[config.mk]
export PLATFORM = sky130hd
export DESIGN_NAME = lane_array_pipe
export DESIGN_NICKNAME = d
export VERILOG_FILES = /design/src/rtl/lane_array_pkg.sv /design/src/rtl/lane_stage.sv /design/src/rtl/lane_array_pipe.sv
export SDC_FILE = /design/constraint.sdc
export NUM_CORES = 1
export LEC_CHECK = 0
export CAP_MARGIN = 40
export CORE_MARGIN = 2
export CORE_UTILIZATION = 40
export DETAILED_ROUTE_END_ITERATION = 8
export GPL_ROUTABILITY_DRIVEN = 0
export PLACE_DENSITY = 0.71
export SLEW_MARGIN = 40
export SYNTH_ARGS = -nofsm -noshare
export SYNTH_HDL_FRONTEND = slang
export SYNTH_HIERARCHICAL = 1
export SYNTH_SLANG_ARGS = --single-unit
[constraint.sdc]
create_clock -name clk -period 4.4 [get_ports clk]
set_input_delay 1.32 -clock clk [delete_from_list [all_inputs] [get_ports clk]]
set_output_delay 1.32 -clock clk [all_outputs]
set_load 0.005 [all_outputs]
[src/rtl/lane_array_pkg.sv]
// Shared constants, lane slice type and count-width helper for the lane array pipeline.
package lane_array_pkg;

    localparam int DEFAULT_NLANES = 8;
    localparam int DEFAULT_LANE_W = 4;
    localparam int DEFAULT_DEPTH  = 2;

    typedef logic [DEFAULT_LANE_W-1:0] lane_t;

    function automatic int cnt_w(input int depth);
        return $clog2(depth + 1);
    endfunction

endpackage

[src/rtl/lane_stage.sv]
// One lane's DEPTH-slot shift column; slot 0 loads on i_load, slot k takes slot k-1 on i_shift[k-1].
// Latency DEPTH edges to the last slot; never stalls by itself, enables come from the shared control.
module lane_stage
    import lane_array_pkg::*;
#(
    parameter int DEPTH = DEFAULT_DEPTH,
    parameter int W     = DEFAULT_LANE_W
) (
    input  logic             clk,
    input  logic             rst,
    input  logic             i_load,
    input  logic [DEPTH-1:0] i_shift,
    input  logic [W-1:0]     i_dat,
    output logic [W-1:0]     o_dat
);

    logic [W-1:0] r_slot [DEPTH];
    // The last stage's advance only matters to the valid/count control.
    logic w_unused_last;
    assign w_unused_last = i_shift[DEPTH-1];

    always_ff @(posedge clk) begin
        if (rst) begin
            for (int k = 0; k < DEPTH; k++) r_slot[k] <= '0;
        end else begin
            if (i_load) r_slot[0] <= i_dat;
            for (int k = 1; k < DEPTH; k++) begin
                if (i_shift[k-1]) r_slot[k] <= r_slot[k-1];
            end
        end
    end

    assign o_dat = r_slot[DEPTH-1];

endmodule

[src/rtl/lane_array_pipe.sv]
// DEPTH-stage valid/ready lane pipeline with per-lane mask; DEPTH cycles latency, stalls propagate upstream.
// Defining LANE_ARRAY_PIPE_PARITY_EN adds per-lane parity (out_par) computed at capture.
module lane_array_pipe
    import lane_array_pkg::*;
#(
    parameter int NLANES = DEFAULT_NLANES,
    parameter int LANE_W = DEFAULT_LANE_W,
    parameter int DEPTH  = DEFAULT_DEPTH
) (
    input  logic                       clk,
    input  logic                       rst,
    input  logic                       in_valid,
    output logic                       in_ready,
    input  logic [NLANES*LANE_W-1:0]   in_data,
    input  logic [NLANES-1:0]          in_mask,
    output logic                       out_valid,
    input  logic                       out_ready,
    output logic [NLANES*LANE_W-1:0]   out_data,
    output logic [cnt_w(DEPTH)-1:0]    count
`ifdef LANE_ARRAY_PIPE_PARITY_EN
    ,
    output logic [NLANES-1:0]          out_par
`endif
);

    localparam int CW = cnt_w(DEPTH);
`ifdef LANE_ARRAY_PIPE_PARITY_EN
    localparam int SW = LANE_W + 1;
`else
    localparam int SW = LANE_W;
`endif

    logic [DEPTH-1:0]     r_vld;
    logic [CW-1:0]        r_count;
    logic [DEPTH-1:0]     w_adv;
    logic                 w_push;
    logic                 w_pop;
    logic                 w_out_vld;
    logic [NLANES*SW-1:0] w_cap;
    logic [NLANES*SW-1:0] w_last;

    assign w_out_vld = r_vld[DEPTH-1] & ~rst;

    // A stage moves when it holds a word and the stage ahead is free or moving too.
    always_comb begin
        w_adv          = '0;
        w_adv[DEPTH-1] = w_out_vld & out_ready;
        for (int k = DEPTH - 2; k >= 0; k--) begin
            w_adv[k] = r_vld[k] & (~r_vld[k+1] | w_adv[k+1]);
        end
    end

    assign w_pop    = w_adv[DEPTH-1];
    assign in_ready = rst | ~r_vld[0] | w_adv[0];
    assign w_push   = in_valid & in_ready & ~rst;

    always_comb begin
        w_cap = '0;
        for (int k = 0; k < NLANES; k++) begin
            w_cap[k*SW +: LANE_W] = in_mask[k] ? in_data[k*LANE_W +: LANE_W] : '0;
`ifdef LANE_ARRAY_PIPE_PARITY_EN
            w_cap[k*SW + LANE_W] = in_mask[k] & (^in_data[k*LANE_W +: LANE_W]);
`endif
        end
    end

    lane_stage #(.DEPTH(DEPTH), .W(SW)) inst [NLANES-1:0] (
        .clk     (clk),
        .rst     (rst),
        .i_load  (w_push),
        .i_shift (w_adv),
        .i_dat   (w_cap),
        .o_dat   (w_last)
    );

    always_ff @(posedge clk) begin
        if (rst) begin
            r_vld   <= '0;
            r_count <= '0;
        end else begin
            r_vld[0] <= w_push | (r_vld[0] & ~w_adv[0]);
            for (int k = 1; k < DEPTH; k++) begin
                r_vld[k] <= w_adv[k-1] | (r_vld[k] & ~w_adv[k]);
            end
            if (w_push & ~w_pop)      r_count <= r_count + CW'(1);
            else if (w_pop & ~w_push) r_count <= r_count - CW'(1);
        end
    end

    assign out_valid = w_out_vld;
    assign count     = rst ? '0 : r_count;

    always_comb begin
        out_data = '0;
`ifdef LANE_ARRAY_PIPE_PARITY_EN
        out_par  = '0;
`endif
        for (int k = 0; k < NLANES; k++) begin
            out_data[k*LANE_W +: LANE_W] = w_out_vld ? w_last[k*SW +: LANE_W] : '0;
`ifdef LANE_ARRAY_PIPE_PARITY_EN
            out_par[k] = w_out_vld & w_last[k*SW + LANE_W];
`endif
        end
    end

endmodule

### After elaboration in Yosys (flattened, before gate mapping)

Memories as Yosys holds them, arrays and structs flattened.
Index checks and enable logic that the tools add are counted.
W data, S select, Z words.

* word-level logic and storage cells: 92
* memories kept: 8
* output and inout port bits: 36
* bits in registers: 4
* memory bits (writable): 64
* bits of input ports: 44

* add/sub/neg operators: 2
* reductions and logical operators: 1
* mux-type cells: 43
* bitwise operators: 36

Memories
* inst[0].r_slot: words 2, width 4, rd ports 2, clocked after Yosys merged registers in 0, wr ports 2, line lane_stage.sv:17 `logic [W-1:0] r_slot [DEPTH];`
* inst[1].r_slot: words 2, width 4, rd ports 2, clocked after Yosys merged registers in 0, wr ports 2, line lane_stage.sv:17
* inst[2].r_slot: words 2, width 4, rd ports 2, clocked after Yosys merged registers in 0, wr ports 2, line lane_stage.sv:17
* inst[3].r_slot: words 2, width 4, rd ports 2, clocked after Yosys merged registers in 0, wr ports 2, line lane_stage.sv:17
* inst[4].r_slot: words 2, width 4, rd ports 2, clocked after Yosys merged registers in 0, wr ports 2, line lane_stage.sv:17
* inst[5].r_slot: words 2, width 4, rd ports 2, clocked after Yosys merged registers in 0, wr ports 2, line lane_stage.sv:17
* +2 memories

Operators by type and width (number)
* $mux W4: 32
* $or A1 B1 Y1: 21
* $and A1 B1 Y1: 9
* $mux W1: 8
* $mux W2: 3
* $not A1 Y1: 6
* $add A2 B1 Y2 const B: 1
* $reduce_bool A2 Y1: 1
* $sub A2 B1 Y2 const B: 1

### Longest topological paths before layout

* depth after elaboration: 12
* depth in mapped cells: 8
* mapped depth without buffers: 6

### By module

Netlist, hierarchy kept.

By module, submodules not included
* lane_stage: area each 351.6 um2, seq. area each 240.2 um2, instances 8, cells an instance 23
* lane_array_pipe: area each 648.1 um2, seq. area each 80.1 um2, instances 1, cells an instance 94

### Least setup slack after synthesis

OpenSTA, ideal clock, no wires.

* path kind: in2reg
* start point: input out_ready
* end point: register r_count[1]
* stages on the path: 5
* setup time: 0.059 ns
* path buffers: 0
* data arrival time: 3.700 ns
* setup slack: 0.641 ns
* cell sequence: and3b_1 nor3b_1 ha_1 or4_1 nand2_1

* word-level cells in the longest chain between the ends: 9
* elaborated cells on any way between the ends: 12

RTL lines
* from (decl): line lane_array_pipe.sv:17 `input logic out_ready,`
* $and A1 B1 Y1 (*): line lane_array_pipe.sv:47 `w_adv[DEPTH-1] = w_out_vld & out_ready;`
* $or A1 B1 Y1 (*): line lane_array_pipe.sv:49 `w_adv[k] = r_vld[k] & (~r_vld[k+1] | w_adv[k+1]);`
* $and A1 B1 Y1 (*): line lane_array_pipe.sv:49
* $or A1 B1 Y1 (*): line lane_array_pipe.sv:54 `assign in_ready = rst | ~r_vld[0] | w_adv[0];`
* $and A1 B1 Y1 (*) (2 in a row): line lane_array_pipe.sv:55 `assign w_push = in_valid & in_ready & ~rst;`
* via w_push: line lane_array_pipe.sv:36 `logic w_push;`
* $not A1 Y1: line lane_array_pipe.sv:86 `else if (w_pop & ~w_push) r_count <= r_count - CW'(1);`
* $and A1 B1 Y1: line lane_array_pipe.sv:86
* $reduce_bool A2 Y1 (no source line)
* to (signal assigned): line lane_array_pipe.sv:85 `if (w_push & ~w_pop) r_count <= r_count + CW'(1);`
* to (signal assigned): line lane_array_pipe.sv:86
* to (decl): line lane_array_pipe.sv:34 `logic [CW-1:0] r_count;`

Mark *: on every way through the listed nets, which the timed path passes. The rest lies on a longest branch.
A chain may end at the register's enable or synchronous reset.

### Final worst setup path

* start point: input rst
* end point: output out_data[18]

* word-level cells in the longest chain between the ends: 3

RTL lines
* from (decl): line lane_array_pipe.sv:11 `input logic rst,`
* $not A1 Y1: line lane_array_pipe.sv:42 `assign w_out_vld = r_vld[DEPTH-1] & ~rst;`
* $and A1 B1 Y1: line lane_array_pipe.sv:42
* $mux W4: line lane_array_pipe.sv:99 `out_data[k*LANE_W +: LANE_W] = w_out_vld ? w_last[k*SW +: LANE_W] : '0;`
* to (decl): line lane_array_pipe.sv:18 `output logic [NLANES*LANE_W-1:0] out_data,`

Every way passes these cells.

==> results.md <==
- Multi-input logic area: roughly 0.0012 mm2
- Highest cell delay on the worst timing path: around 500 ps
- Sequential Area: ~0.002 mm2
- Status: finished clean
- Finished Cell Area: 0.00442 mm2
- Reg clk slew, reported paths: 70 ps
- Longest Clk Path Bufs: 2
- FP Rows: 33
- DR DRC count: 0
- CP max FO: 35
- First-pass GRT wire length: 8830 um
- Critical path required time: 3080 ps
- Crit path max-delay family: buffers and inverters
- Vias in the first global route: 1907
- Hold wc startpoint: r_count[1]$_SDFFE_PP0P_
- Ports: 80
- Setup TNS: 0 ps
- CP bufs+invs: 3
- Die Span X: between 90 and 100 um
- Worst path cell trace: clkdlybuf4s50_1 > nor2b_4 > buf_12 > and2_1 > clkdlybuf4s50_1
- CORE AREA: around 0.0083 mm2
- Synth Area per Inst: around 12 um2
- Element type at the critical path end: output pin
- Worst Max-Slew Pin Slew: 780 ps
- Setup-failing EPs final: 0
- Fillers: between 700 and 800
- Antenna violations before repair: 0
- Sink Count: around 70
- Routed length per instance: around 12 um
- Mapped cell area: between 0.003 and 0.004 mm2
- Synth warnings: 6
- DRT iter0 DRCs: 31
- Via count: ~2.0k
- Reg2reg start: r_vld[1]$_SDFF_PP0_
- CTS resizes: 0
- Clock Skews: ~9 ps
- Slowest-stage cell, CP: clkdlybuf4s50_1
- Area grow syn2layout: 28.0%
- Initial Util: 0.417
- Detailed Place HPWL: between 4000 and 5000 um
- Final hold viol count: 0
- Remaining global-route overflow: 0
- Crit path arrival time: around 2800 ps
- Antenna Nets Post-Route: 0
- H-tree depth: 3
- Gate Count Post-Synth: approximately 280
- Final count of pins violating max slew: 0
- Die area: around 0.0094 mm2
- Peak Freq: roughly 240 MHz
- Area after DPL: approximately 0.0042 mm2
- Hold WC Path Type: flop to flop
- Share of post-route cells with drive strength above 1: 0.162
- ANT cells: 0
- Pin count of the biggest net entering global routing: 36
- Post-Route WL: ~5400 um
- Min cycle time layout: 4090 ps
- Maxcap violations: 0
- Worst slew margin: 0.480
- Peak VDD IR: ~0.00021 V
- Chip height: approximately 97 um
- Num CTS Buffers: 9
- Mapped Nets: 322
- Worst slack, placed: 278 ps
- Clk_lat worst skew: around 330 ps
- Cell area power density: about 360 mW/mm2
- Vias per cell: roughly 4.4
- Clock root buffer: clkbuf_8
- Hold Buf Count CTS: 0
- Number of detailed-route iterations in the first pass: 4
- GRT Overall Usage: 0.121
- Post-CTS Repair Setup Buffers: 0
- Core Util, Final: 0.533
- RSZ-0062 raised after global routing: no
- LEAKAGE: 1.69 nW
- TritonCTS clock tree: yes
- Crit. Startpoint: rst
- WS Path Type: primary input to output pin
- Setup ws final: 309 ps
- IO Port Bufs: between 70 and 80
- Top cell by count, worst path: clkdlybuf4s50_1
- Layout Nets: 380
- CP Launch Type: primary input
- Fin crit share: 0.930
## per-layer routing
layer	share of wire	wire [um]	GRT usage	vias up
met3	0.034	185	0.0231	9
met1	0.38	2080	0.131	910
met2	0.56	3060	0.221	42
met5	0	0	0	-
met4	0.022	120	0.0650	0
li1	-	-	-	1005
## cells in the final DEF (no fill, tap or decap), drive strengths merged
master / instances
a21oi: 1
and2: 129
and2b: 2
and3b: 1
buf: 4
bufinv: 4
clkbuf: 10
clkdlybuf4s50: 79
clkinv: 1
clkinvlp: 1
dfxtp: 4
edfxtp: 64
ha: 1
inv: 1
nand2: 2
nand3: 1
nor2: 4
nor2b: 1
nor3b: 1
o21ai: 2
o21ba: 8
or2: 16
or4: 1
xor2: 2
## cell type report
type,instances,area share
clock buffer,10,0.0288
clock inverter,6,0.0308
inverter,1,0.000848
multi-input combinational,172,0.269
sequential,68,0.452
tap,105,0.0297
timing repair buffer,83,0.188
## metrics by stage
step / hold WS (ps) / cells / power, mW
floorplan: 465 / 277 / 0.876
global placement: 488 / 429 / 0.921
detailed placement: 506 / 429 / 0.927
CTS: 523 / 445 / 1.59
global route: 547 / 445 / 1.64
finish: 519 / 445 / 1.58
## worst paths after layout
path / end / slack [ps] / cells after the start
worst min-delay path: r_count[1]$_SDFFE_PP0P_ / 520 / 2
worst min register to register: r_count[1]$_SDFFE_PP0P_ / 520 / 2
worst max-delay path: out_data[18] / 310 / 5
worst max register to register: r_count[1]$_SDFFE_PP0P_ / 2430 / 6
## sequential cells by signal, summed over array words and instances, names as in the netlist
signal / count
inst/r_slot: 64
r_count: 2
r_vld: 2
## worst register-to-register path: stages (launching register included)
cell and delay (ps):
dfxtp_1 350, and3b_1 230, nor3b_2 150, buf_4 280
ha_1 310, or4_1 520, nand2_1 70
## power by group
group          total, mW  switching (mW)  internal, mW
Clock              0.665           0.230         0.435
Sequential         0.766          0.0122         0.754
Combinational      0.144          0.0559        0.0879
Total               1.58           0.298          1.28
(Power assumes the default switching activity.)
